<file path="config.mk">
export PLATFORM = sky130hd
export DESIGN_NAME = food_timer_bank
export DESIGN_NICKNAME = d
export VERILOG_FILES = /design/src/rtl/food_timer_bank_pkg.sv /design/src/rtl/food_timer_bank_channel.sv /design/src/rtl/food_timer_bank.sv
export SDC_FILE = /design/constraint.sdc
export NUM_CORES = 1
export LEC_CHECK = 0
export BUFFER_PORTS_ARGS = -buffer_cell sky130_fd_sc_hd__buf_2
export CORE_ASPECT_RATIO = 0.8
export CORE_MARGIN = 10
export CORE_UTILIZATION = 60
export DETAILED_ROUTE_END_ITERATION = 8
export MAX_ROUTING_LAYER = met4
export PLACE_DENSITY = 0.89
export SLEW_MARGIN = 0
export SYNTH_ARGS = -nofsm -noshare
export SYNTH_HDL_FRONTEND = slang
export SYNTH_HIERARCHICAL = 1
export SYNTH_SLANG_ARGS = --single-unit
</file>
<file path="constraint.sdc">
create_clock -name clock -period 4.9 [get_ports clock]
set_clock_uncertainty 0.2 [all_clocks]
set_input_delay 0.49 -clock clock [delete_from_list [all_inputs] [get_ports clock]]
set_output_delay 0.49 -clock clock [all_outputs]
set_load 0.005 [all_outputs]
</file>
<file path="src/rtl/food_timer_bank_pkg.sv">
// -----------------------------------------------------------------------------
// food_timer_bank_pkg
//   Shared definitions for the feed-dispense timer bank: the per-channel state
//   encoding and a helper that sizes the channel-select bus of the load port.
//   No ports; imported by food_timer_bank and food_timer_bank_channel.
// -----------------------------------------------------------------------------
package food_timer_bank_pkg;

   // Per-channel timer state. The encodings are fixed so that a state captured
   // on a debug probe maps directly onto the feeder documentation.
   typedef enum logic [1:0] {
      ST_IDLE = 2'd0,
      ST_RUN  = 2'd1,
      ST_DONE = 2'd2
   } timerState_t;

   // Width of a channel index bus. A single-channel bank still gets a 1-bit
   // index so that the load port never collapses to a zero-width vector.
   function automatic int loadChWidth(input int channels);
      return (channels > 1) ? $clog2(channels) : 1;
   endfunction

endpackage

</file>
<file path="src/rtl/food_timer_bank_channel.sv">
// -----------------------------------------------------------------------------
// food_timer_bank_channel
//   One independent dispense timer. On start it latches the duration offered by
//   the bank's duration register, holds o_active high for that many enabled
//   cycles, then raises o_done for one cycle and rests in DONE with the count
//   parked at the run duration.
//
//   Ports
//     clock      in   1       system clock, rising edge
//     reset      in   1       asynchronous, active-low
//     i_enable   in   1       count enable; only counting is gated
//     i_start    in   1       start request
//     i_clear    in   1       synchronous return to IDLE, no done pulse
//     i_dur      in   CNT_W   current duration register of this channel
//     o_count    out  CNT_W   elapsed enabled cycles of the current run
//     o_active   out  1       high while in RUN
//     o_done     out  1       one-cycle pulse on natural completion
// -----------------------------------------------------------------------------
module food_timer_bank_channel
   import food_timer_bank_pkg::*;
#(
   parameter int CNT_W     = 4,
   parameter int RETRIGGER = 0
) (
   input  logic             clock,
   input  logic             reset,
   input  logic             i_enable,
   input  logic             i_start,
   input  logic             i_clear,
   input  logic [CNT_W-1:0] i_dur,
   output logic [CNT_W-1:0] o_count,
   output logic             o_active,
   output logic             o_done
);

   timerState_t      r_state;
   logic [CNT_W-1:0] r_count;
   logic [CNT_W-1:0] r_runDur;
   logic             r_active;
   logic             r_done;

   logic [CNT_W-1:0] w_countNext;
   logic             w_launch;
   logic             w_durZero;
   logic             w_stateLegal;

   // A start launches a run from IDLE or DONE; while running it only
   // relaunches when the bank is built with retrigger enabled. The count
   // can never wrap: run_dur is at least 1 and the run ends as soon as the
   // incremented count reaches it.
   assign w_countNext  = r_count + 1'b1;
   assign w_launch     = i_start && ((r_state != ST_RUN) || (RETRIGGER != 0));
   assign w_durZero    = (i_dur == '0);
   assign w_stateLegal = (r_state == ST_IDLE) || (r_state == ST_RUN) ||
                         (r_state == ST_DONE);

   // Channel FSM with registered outputs. done defaults low every edge so it
   // can only ever be a single-cycle pulse. Priority is clear, then start,
   // then counting. A zero duration never enters RUN: it answers a start with
   // an immediate done pulse and stays idle, so the switch never closes.
   always_ff @(posedge clock or negedge reset) begin
      if (!reset) begin
         r_state  <= ST_IDLE;
         r_count  <= '0;
         r_runDur <= '0;
         r_active <= 1'b0;
         r_done   <= 1'b0;
      end else begin
         r_done <= 1'b0;
         if (i_clear) begin
            r_state  <= ST_IDLE;
            r_count  <= '0;
            r_active <= 1'b0;
         end else if (w_launch) begin
            r_count  <= '0;
            r_runDur <= i_dur;
            if (w_durZero) begin
               r_state  <= ST_IDLE;
               r_active <= 1'b0;
               r_done   <= 1'b1;
            end else begin
               r_state  <= ST_RUN;
               r_active <= 1'b1;
            end
         end else if ((r_state == ST_RUN) && i_enable) begin
            r_count <= w_countNext;
            if (w_countNext == r_runDur) begin
               r_state  <= ST_DONE;
               r_active <= 1'b0;
               r_done   <= 1'b1;
            end
         end else if (!w_stateLegal) begin
            r_state  <= ST_IDLE;
            r_count  <= '0;
            r_active <= 1'b0;
         end
      end
   end

   assign o_count  = r_count;
   assign o_active = r_active;
   assign o_done   = r_done;

endmodule

</file>
<file path="src/rtl/food_timer_bank.sv">
// -----------------------------------------------------------------------------
// food_timer_bank
//   Bank of independent feed-dispense timers sitting between the feeder control
//   FSM and the per-bowl dispense switches. Holds one programmable duration per
//   channel, a load port to rewrite them, and the per-channel timers.
//
//   Ports
//     clock      in   1                  system clock, rising edge
//     reset      in   1                  asynchronous, active-low
//     enable     in   1                  global count enable
//     start      in   CHANNELS           per-channel start request
//     clear      in   CHANNELS           per-channel synchronous clear to IDLE
//     load_we    in   1                  duration write strobe
//     load_ch    in   clog2(CHANNELS)    channel written; out-of-range ignored
//     load_time  in   CNT_W              duration value written
//     active     out  CHANNELS           high while channel runs
//     done       out  CHANNELS           one-cycle completion pulse
//     busy       out  1                  any channel active
//     count_out  out  CHANNELS*CNT_W     channel i at [i*CNT_W +: CNT_W]
// -----------------------------------------------------------------------------
module food_timer_bank
   import food_timer_bank_pkg::*;
#(
   parameter int CHANNELS     = 4,
   parameter int CNT_W        = 4,
   parameter int DEFAULT_TIME = 10,
   parameter int RETRIGGER    = 0
) (
   input  logic                            clock,
   input  logic                            reset,
   input  logic                            enable,
   input  logic [CHANNELS-1:0]             start,
   input  logic [CHANNELS-1:0]             clear,
   input  logic                            load_we,
   input  logic [loadChWidth(CHANNELS)-1:0] load_ch,
   input  logic [CNT_W-1:0]                load_time,
   output logic [CHANNELS-1:0]             active,
   output logic [CHANNELS-1:0]             done,
   output logic                            busy,
   output logic [CHANNELS*CNT_W-1:0]       count_out
);

   logic [CNT_W-1:0] r_dur [CHANNELS];
   logic             w_loadValid;

   // Non-power-of-two banks leave some index codes unused; writes to them
   // are dropped instead of aliasing onto a real channel.
   assign w_loadValid = load_we && (int'(load_ch) < CHANNELS);

   // Duration register file. A channel copies its entry only at the moment
   // it starts, so a write landing on the same edge as that channel's start
   // is seen by the following start, never by the current one.
   always_ff @(posedge clock or negedge reset) begin
      if (!reset) begin
         for (int i = 0; i < CHANNELS; i++) begin
            r_dur[i] <= CNT_W'(DEFAULT_TIME);
         end
      end else if (w_loadValid) begin
         r_dur[load_ch] <= load_time;
      end
   end

   // One timer per channel; the bank adds nothing between a channel and its
   // outputs apart from packing the counts into one bus.
   for (genvar g = 0; g < CHANNELS; g++) begin : g_ch
      logic [CNT_W-1:0] w_count;

      food_timer_bank_channel #(
         .CNT_W     (CNT_W),
         .RETRIGGER (RETRIGGER)
      ) u_channel (
         .clock    (clock),
         .reset    (reset),
         .i_enable (enable),
         .i_start  (start[g]),
         .i_clear  (clear[g]),
         .i_dur    (r_dur[g]),
         .o_count  (w_count),
         .o_active (active[g]),
         .o_done   (done[g])
      );

      assign count_out[g*CNT_W +: CNT_W] = w_count;
   end

   assign busy = |active;

endmodule

</file>
==> results of run 1 <==
==> sequential cells by signal, summed over array words and instances (netlist names) <==
name and count:
g_ch.u_channel/r_state 4, g_ch.u_channel/r_runDur 16, r_dur 16, g_ch.u_channel/o_count 16, g_ch.u_channel/o_active 4, g_ch.u_channel/o_done 4
==> logic make-up (layout without fill, tap and decap cells) <==
logic type      after synthesis  count (layout)
compound gates               35              35
flops                        60              60
xor+xnor                     25              25
simple gates                 57              57
fa+ha+maj                     4               4
buf+inv                       1              59
mux                          36              36
==> report_power, final <==
part,total [uW],switching [uW],internal (uW),leakage (uW)
Clock,485,185,300,0.000107
Sequential,657,71.4,586,0.000754
Combinational,254,112,142,0.000771
==> path summary, 6_finish.rpt <==
kind / from / end / slack [ns] / cells past startpoint
setup / recovery: g_ch[1].u_channel/o_active / busy / 2.75 / 2
hold / removal: reset / g_ch[1].u_channel/o_count[1] / 0.08 / 2
setup reg to reg: g_ch[0].u_channel/o_count[0] / g_ch[0].u_channel/o_active / 3.09 / 5
hold reg to reg: g_ch[1].u_channel/r_runDur[3] / g_ch[1].u_channel/r_runDur[3] / 0.33 / 1
max in group asynchronous: reset / g_ch[3].u_channel/o_count[3] / 3.94 / 2
min in group clock: clear[0] / g_ch[0].u_channel/o_active / 0.18 / 2
==> cell usage after synthesis (all sizes together), types with 2 or more instances <==
cell type   n  area, um^2
xor2        9       78.83
nand2       4       15.01
or4         2       15.01
nor4bb      4       91.34
o31a        3       26.28
xnor2      13       113.9
and3b       3       26.28
or2         4       25.02
dfstp       8       210.2
dfrtp      52        1301
a21oi       8       77.58
mux2       36       420.4
a22o        8       70.07
nand3       5       25.02
nor4        3       18.77
nand4b      3       26.28
o2bb2ai     3       26.28
ha          4       50.05
or3b        5       51.30
o41ai       3       26.28
xnor3       3       67.56
a221o       3       30.03
nand4       3       18.77
nand2b      3       18.77
o21ai       4       20.02
nor2b       5       33.78
nand3b      9       67.56
==> worst max-delay path, stage by stage (launching register included) <==
cell	delay (ns)
dfrtp_1	0.42
or4_1	0.54
buf_2	0.15
==> area by class of cell <==
class,instances,area share (%)
clock buffer,12,4.111
clock inverter,4,2.055
multi-input combinational,157,42.66
sequential,60,42.81
tap,62,2.197
timing repair buffer,43,6.166
==> stage by stage <==
stage | total power (uW) | cell area, um^2 | instances | worst slack, ns | util (%)
after global routing | 1472 | 3531 | 338 | 2.678 | 71.33
after floorplan | 835.6 | 3029 | 218 | 3.238 | -
final | 1397 | 3531 | 338 | 2.755 | 71.33
after global placement | 903.8 | 3313 | 322 | 3.003 | 66.94
after CTS | 1411 | 3531 | 338 | 2.749 | 71.33
after detailed placement | 918.0 | 3313 | 322 | 2.947 | 66.94
==> per-layer routing <==
metal	up-vias	wire, um	global-route usage [%]
met2	47	2695	22.46
met5	-	0	-
met4	0	104	6.372
li1	943	-	-
met3	12	328	6.043
met1	995	2853	19.48
==> metrics.cfg, run 1 <==
[synth]
synth_top_family_by_area = simple AND/OR/NAND/NOR gates
synth_edf_count = 0
syn-mean-instance-area_um2 = 13.90
synth-xor-area-share_pct = 8.591
synthesis.area_mm2 = 0.003029
syn-num-nets = 240
synth_compound_area_share_pct = 9.996
ys_seq_elements = 60
ys.flop_type = dfrtp_1
yosysWarnings = 6
synthMuxAreaShare_pct = 13.88
ys_seq_area_share_pct = 49.90
ys_types = 42
yosys.area_share.simple_pct = 15.61
synthCells = 218
async_flop_share_pct = 100.0
synthAdderAreaFrac_pct = 1.652

[clocking]
insertion_delay_ns = 0.34
h-tree-depth = 3
clk_pin_slew_ns = 0.07
cts_made_buffers = 9
cts_root_buf = clkbuf_8
clk_path_buf_depth = 2
tritoncts_num_sinks = 60
cts_tree = yes
hold_buffers = 0
cts_setup_buffers = 0
ctsResizeCount = 0

[floorplan]
core-area_mm2 = 0.004950
ios = 43
die-area_mm2 = 0.008308
chipHeight_um = 83.55
dieWidth_um = 99.44
core.rowCount = 23
start_util_pct = 61.20

[critical_path]
cp-start-kind = flip-flop
cp_data_arrival_time_ns = 1.46
cp-end-kind = output port
worstPathRequired_ns = 4.21
worstSetupPathType = reg2out
cp_max_fo = 6

[final_layout]
areaGrowthSynthToFinish_pct = 16.56
multi_input_area_mm2 = 0.001506
num_antenna_cells = 0
nets = 293
drive_gt1_share_pct = 42.75
regArea_mm2 = 0.001511
final_common_cell = dfrtp_1
fillerInstances = 340
final_cell_mix = dfrtp_1 (52), buf_2 (42), mux2_2 (29)

[detailed_routing]
drt-pass1-iter-count = 4
wirelength_um = 5982
drtIter0Drc = 85
wl_per_cell_um = 17.70
drc = 0
num_vias = 1997
ant_nets = 0
via_per_inst = 5.908

[timing]
slew_headroom_pct = 51.82
hold_slack_ns = 0.08295
setup_tns_ns = 0
finalSetupViolCount = 0
rsz0062_at_grt = false
min_period_over_period_pct = 43.78
fmax_ghz = 0.4661
final_max_slew_viol_count = 0
hold_viol = 0
period_needed_ns = 2.145
worst_slew_pin_slew_ns = 0.7227

[placement]
place_congestion = 0.7968
numPortBuffers = 42
hpwl_um = 4234

[grt]
grt_max_degree = 61
antenna_found_initial = 0
grt_pass1_vias = 2111
grt-ovfl-total = 0
grt_usage_pct = 15.72
grt_pass1_wl_um = 10270

[flow_run]
cap_violations = 0

[pwr]
ir_worst_vdd_mv = 0.2719
power_density_mw_per_mm2 = 395.5
p_leak_uw = 0.001631

[run_status]
status = finished, final reports clean

[min_path]
hp-class = in2async

Power figures use the tool's default switching activity.
==> run 2: changes to the inputs <==
- CORE_UTILIZATION: 60 -> 51
- PLACE_DENSITY: 0.89 -> 0.81
- clock period: 4.9 -> 1.74 ns (I/O delays scaled with it)
==> run 2 against run 1 <==
  * The run now ends with negative setup slack left
  * Worst setup slack worse by 2.9 ns
  * Via count is 5.1% higher
  * Wire length up 9.4%
  * Critical endpoint unchanged
  * Combinational power grew to 3.2 times the previous value
  * Largest cell class is now multi-input gates
==> metrics.cfg, run 2 (same netlist as run 1, synthesis figures left out) <==
[run_status]
status = finished, violations left  ; was finished, final reports clean
violations = negative setup slack

[pwr]
p_sw_uw = 1064  ; was 368.9 uW
p_clk_share_pct = 34.0  ; was 34.7%
p_seq_share_pct = 46.0  ; was 47.1%
power_density_mw_per_mm2 = 1051  ; was 395.5 mW/mm^2
ir_worst_vdd_mv = 0.6230  ; was 0.2719 mV
p_int_uw = 2950  ; was 1028 uW
pwr-share-comb_pct = 20.0  ; was 18.2%
p_leak_uw = 0.001767  ; was 0.001631 uW
p_sw_share_pct = 26.51  ; was 26.42%
p_total_uw = 4013  ; was 1397 uW

[detailed_routing]
ant_nets = 0  ; unchanged
num_vias = 2099  ; was 1997
wl_per_cell_um = 17.13  ; was 17.70 um
wirelength_um = 6542  ; was 5982 um
drtIter0Drc = 99  ; was 85
drt-pass1-iter-count = 4  ; unchanged
via_per_inst = 5.495  ; was 5.908
drc = 0  ; unchanged

[min_path]
hold_depth = 3
whs_endpoint = g_ch[2].u_channel/o_active
hp-start = enable
hp-class = in2reg  ; was in2async

[timing]
hold_viol = 0  ; unchanged
rsz0062_at_grt = true  ; was false
slew_headroom_pct = 69.08  ; was 51.82%
min_period_over_period_pct = 106.3
finalSetupViolCount = 1  ; was 0
final_max_slew_viol_count = 0  ; unchanged
fmax_ghz = 0.5404
layout_setup_ws_ns = -0.1104  ; was 2.755 ns
period_needed_ns = 1.850
worst_slew_pin_slew_ns = 0.4638  ; was 0.7227 ns

[grt]
antenna_found_initial = 0  ; unchanged
grt_max_degree = 26  ; was 61
grt_pass1_vias = 2137  ; was 2111
grt-ovfl-total = 0  ; unchanged
grt_usage_pct = 14.89  ; was 15.72%
grt_pass1_wl_um = 10790  ; was 10270 um

[clocking]
cts_made_buffers = 9  ; unchanged
insertion_delay_ns = 0.34  ; about the same
clk_path_buf_depth = 2  ; unchanged
h-tree-depth = 3  ; unchanged
cts_root_buf = clkbuf_8  ; unchanged
tritoncts_num_sinks = 60  ; unchanged
cts_tree = yes  ; unchanged
clk_pin_slew_ns = 0.07  ; about the same

[final_layout]
final_common_cell = dfrtp_1  ; unchanged
drive_gt1_share_pct = 44.19  ; was 42.75%
areaGrowthSynthToFinish_pct = 26.02  ; was 16.56%
fin_util_pct = 65.26  ; was 71.33%
nets = 318  ; was 293
final_cell_mix = dfrtp_1 (52), buf_2 (42), mux2_2 (29)  ; unchanged
fillerInstances = 460  ; was 340
num_antenna_cells = 0  ; unchanged
regArea_mm2 = 0.001511  ; unchanged
layout.cells.non_filler = 382  ; was 338
multi_input_area_mm2 = 0.001521  ; was 0.001506 mm^2

[critical_path]
cp_data_arrival_time_ns = 1.48  ; was 1.46 ns
timing.rr.end = g_ch[0].u_channel/o_active  ; unchanged
reg2reg_slack_ns = 0.08  ; was 3.09 ns
worstPathRequired_ns = 1.37  ; was 4.21 ns
critical-path-top-delay-family = simple AND/OR/NAND/NOR gates  ; unchanged
path_buf_inv = 2  ; was 1
critical-path-slowest-cell = or4_1  ; unchanged
worstSetupPathType = reg2out  ; unchanged
cp-start-kind = flip-flop  ; unchanged
cp_max_fo = 2  ; was 6
slowest_delay_ns = 0.48  ; was 0.54 ns
reg2reg_depth = 5  ; unchanged
reg2reg_from = g_ch[0].u_channel/o_count[1]  ; was g_ch[0].u_channel/o_count[0]
cp-end-kind = output port  ; unchanged
path_cells = buf_6 > or4_1 > buf_2  ; was or4_1 > buf_2

[placement]
place_inst = 351  ; was 322
hpwl_um = 4716  ; was 4234 um
numPortBuffers = 42  ; unchanged
place_congestion = 0.8614  ; was 0.7968

[flow_run]
cap_violations = 0  ; unchanged

[floorplan]
start_util_pct = 51.79  ; was 61.20%
core-area_mm2 = 0.005849  ; was 0.004950 mm^2
chipHeight_um = 88.93  ; was 83.55 um
die-area_mm2 = 0.009441  ; was 0.008308 mm^2
ios = 43  ; unchanged
core.rowCount = 25  ; was 23
dieWidth_um = 106.2  ; was 99.44 um

[run 2: cell types whose count changed in the layout (fill, tap and decap cells not counted), sizes merged]
cell | before | now
buf | 43 | 55
dlygate4sd3 | 0 | 13
clkinvlp | 1 | 0
clkbuf | 12 | 11
clkinv | 1 | 3
[run 2: worst min-delay path, delay by kind of cell]
kind	cells	cell delay, ns
and+or+nand+nor	1	0.09
AOI/OAI and AO/OA	1	0.12
buffers and inverters	1	0.19
[run 2: through the flow]
stage / hold WS, ns / TNS, ns / setup slack [ns] / instance area, um^2
floorplan: -0.3216 / 0 / 0.07770 / 3029
global placement: -0.05640 / 0 / 0.1118 / 3437
detailed placement: -0.05071 / 0 / 0.06464 / 3437
CTS: 0.05932 / -0.1251 / -0.1251 / 3795
global route: 0.07141 / -0.1534 / -0.1534 / 3817
finish: 0.08085 / -0.1104 / -0.1104 / 3817
[run 2: layout make-up]
| cell class | instances | share of cell area, % |
|---|---|---|
| tap | 81 | 2.655 |
| multi-input combinational | 157 | 39.86 |
| timing repair buffer | 68 | 12.23 |
| clock inverter | 5 | 1.967 |
| clock buffer | 11 | 3.704 |
| sequential | 60 | 39.59 |
[run 2: what timing repair did]
action | 4_1_cts | 5_1_grt
resized for setup | 1 | 3
pin swaps | 0 | 1
endpoints found under the setup margin | 1 | 8
hold endpoints to repair | 76 | 0
buffers inserted | 1 | 1
hold buffers | 13 | 0
[run 2: how the worst max path moves through the flow]
stage / cells past startpoint / start / to
4_1_cts: 3 / g_ch[0].u_channel/o_active / busy
3_5_place_dp: 4 / g_ch[3].u_channel/o_count[0] / g_ch[3].u_channel/o_active
3_3_place_gp: 3 / g_ch[0].u_channel/o_active / g_ch[0].u_channel/r_runDur[1]
6_report: 3 / g_ch[0].u_channel/o_active / busy
2_1_floorplan: 5 / g_ch[0].u_channel/o_count[0] / g_ch[0].u_channel/o_active
5_1_grt: 3 / g_ch[0].u_channel/o_active / busy
[run 2: metal layers]
layer	track usage, %	up-vias	wire length (um)
met3	5.836	13	390
met5	-	-	0
li1	-	993	-
met4	5.153	0	75
met1	18.05	1038	3084
met2	22.31	55	2991
[run 2: power groups by stage]
stage / Sequential, uW / Clock, uW / Combinational (uW)
finish: 1840 / 1370 / 804
global route: 1870 / 1480 / 874
CTS: 1840 / 1410 / 786
detailed placement: 1860 / 0 / 755
global placement: 1850 / 0 / 724
floorplan: 1810 / 0 / 543
==> run 3: changes to the inputs <==
- CORE_UTILIZATION: 51 -> 53
- CTS_BUF_LIST: unset -> sky130_fd_sc_hd__clkbuf_2 sky130_fd_sc_hd__clkbuf_4 sky130_fd_sc_hd__clkbuf_8
- PLACE_DENSITY: 0.81 -> 0.84
==> run 3 against run 2 <==
  * The run still ends with negative setup slack left
  * Clock-buffer cell count rose by 1
  * Sequential power barely moved
  * Die area fell by 3.0%
  * First-iteration DRC count fell by 4.0%
  * Highest routed layer unchanged
==> metrics.cfg, run 3 (same netlist as run 1, synthesis figures left out) <==
[grt]
grt_max_degree = 27  ; was 26
grt_pass1_vias = 2208  ; was 2137
grtUsageMet1_pct = 20.09  ; was 18.05%
antenna_found_initial = 0  ; unchanged
grt_busiest_layer = met2  ; unchanged
grt-ovfl-total = 0  ; unchanged
grt_usage_pct = 15.70  ; was 14.89%
grt_util_met3_pct = 4.035  ; was 5.836%
grt_pass1_wl_um = 11320  ; was 10790 um
grt_use_met2_pct = 22.84  ; was 22.31%

[clocking]
cts_root_buf = clkbuf_8  ; unchanged
clk_path_buf_depth = 2  ; unchanged
clk_pin_slew_ns = 0.06  ; was 0.07 ns
tritoncts_num_sinks = 60  ; unchanged
h-tree-depth = 3  ; unchanged
cts_tree = yes  ; unchanged
cts_made_buffers = 9  ; unchanged
insertion_delay_ns = 0.33  ; was 0.34 ns

[critical_path]
cp-end-kind = output port  ; unchanged
cp_data_arrival_time_ns = 1.45  ; was 1.48 ns
worstPathRequired_ns = 1.37  ; about the same
reg2reg_slack_ns = 0.06  ; was 0.08 ns
cp-start-kind = flip-flop  ; unchanged
worstSetupPathType = reg2out  ; unchanged
cp_max_fo = 6  ; was 2

[final_layout]
areaGrowthSynthToFinish_pct = 25.77  ; was 26.02%
fin_util_pct = 69.33  ; was 65.26%
final_common_cell = dfrtp_1  ; unchanged
nets = 317  ; was 318
final_cell_mix = dfrtp_1 (52), buf_2 (41), mux2_2 (29)  ; was dfrtp_1 (52), buf_2 (42), mux2_2 (29)
fillerInstances = 396  ; was 460
drive_gt1_share_pct = 44.67  ; was 44.19%
num_antenna_cells = 0  ; unchanged
regArea_mm2 = 0.001511  ; unchanged
multi_input_area_mm2 = 0.001523  ; was 0.001521 mm^2

[floorplan]
ios = 43  ; unchanged
die-area_mm2 = 0.009158  ; was 0.009441 mm^2
chipHeight_um = 87.62  ; was 88.93 um
core.rowCount = 24  ; was 25
start_util_pct = 55.12  ; was 51.79%
dieWidth_um = 104.5  ; was 106.2 um
core-area_mm2 = 0.005495  ; was 0.005849 mm^2

[timing]
final_max_slew_viol_count = 0  ; unchanged
hold_viol = 0  ; unchanged
layout_setup_ws_ns = -0.08883  ; was -0.1104 ns
rsz0062_at_grt = true  ; unchanged
min_period_over_period_pct = 105.1  ; was 106.3%
fmax_ghz = 0.5468  ; was 0.5404 GHz
worst_slew_pin_slew_ns = 0.4437  ; was 0.4638 ns
finalSetupViolCount = 1  ; unchanged
period_needed_ns = 1.829  ; was 1.850 ns
slew_headroom_pct = 70.42  ; was 69.08%
setup_tns_ns = -0.08883  ; was -0.1104 ns

[detailed_routing]
wl_per_cell_um = 17.33  ; was 17.13 um
via_per_inst = 5.489  ; was 5.495
drtIter0Drc = 95  ; was 99
drt-pass1-iter-count = 4  ; unchanged
wirelength_um = 6549  ; was 6542 um
drc = 0  ; unchanged
num_vias = 2075  ; was 2099
ant_nets = 0  ; unchanged

[pwr]
p_leak_uw = 0.001759  ; was 0.001767 uW
power_density_mw_per_mm2 = 1060  ; was 1051 mW/mm^2
p_total_uw = 4039  ; was 4013 uW
ir_worst_vdd_mv = 0.5716  ; was 0.6230 mV

[placement]
place_congestion = 0.8023  ; was 0.8614
hpwl_um = 4830  ; was 4716 um
numPortBuffers = 42  ; unchanged

[run_status]
status = finished, violations left  ; unchanged
violations = negative setup slack  ; unchanged

[min_path]
hp-class = in2reg  ; unchanged

[flow_run]
cap_violations = 0  ; unchanged

-- run 3: what timing repair did --
item / CTS / global route
setup endpoints to repair: 1 / 7
gates resized for setup: 1 / 5
endpoints found under the hold margin: 78 / 0
buffers inserted: 1 / 0
hold buffers: 13 / 0
pin swaps: 1 / 0
-- run 3: cell type report --
class / count / share of cell area [%]
Tap cell: 78 / 2.562
Multi-Input combinational cell: 157 / 39.97
Clock inverter: 4 / 1.905
Clock buffer: 12 / 4.007
Sequential cell: 60 / 39.67
Timing Repair Buffer: 67 / 11.89
-- run 3: path summary, 6_finish.rpt --
kind / startpoint / cells past startpoint / endpoint
max in group asynchronous: reset / 3 / g_ch[3].u_channel/o_count[1]
worst min register to register: g_ch[3].u_channel/r_runDur[3] / 1 / g_ch[3].u_channel/r_runDur[3]
min in group asynchronous: reset / 2 / g_ch[1].u_channel/r_runDur[0]
worst max-delay path: g_ch[1].u_channel/o_active / 2 / busy
worst min-delay path: enable / 3 / g_ch[1].u_channel/o_active
worst max register to register: g_ch[0].u_channel/o_count[1] / 5 / g_ch[0].u_channel/o_active
-- run 3: where the power goes --
group / switching (uW) / internal (uW)
Clock: 524 / 875
Sequential: 198 / 1650
Combinational: 340 / 453
Total: 1060 / 2980
-- run 3: per-stage QoR --
step                      area, um^2  hold slack (ns)  setup slack (ns)  std cells
after floorplan                 3029          -0.3216           0.07770        218
after global placement          3421         -0.06889            0.1021        348
after detailed placement        3421         -0.06456           0.05653        348
after CTS                       3787          0.05777           -0.1058        378
after global routing            3810          0.08215           -0.1327        378
final                           3810          0.07880          -0.08883        378
-- run 3: per-layer routing --
layer  wire [um]  vias to the layer above
met5           0                        -
met4          87                        0
met3         267                        7
met2        3025                       52
met1        3169                     1026
li1            -                      990
-- run 3: worst max-delay path, cell delays in order, from the launching register on --
cell and delay (ns):
dfrtp_1 0.43, or4_4 0.56, buf_6 0.13
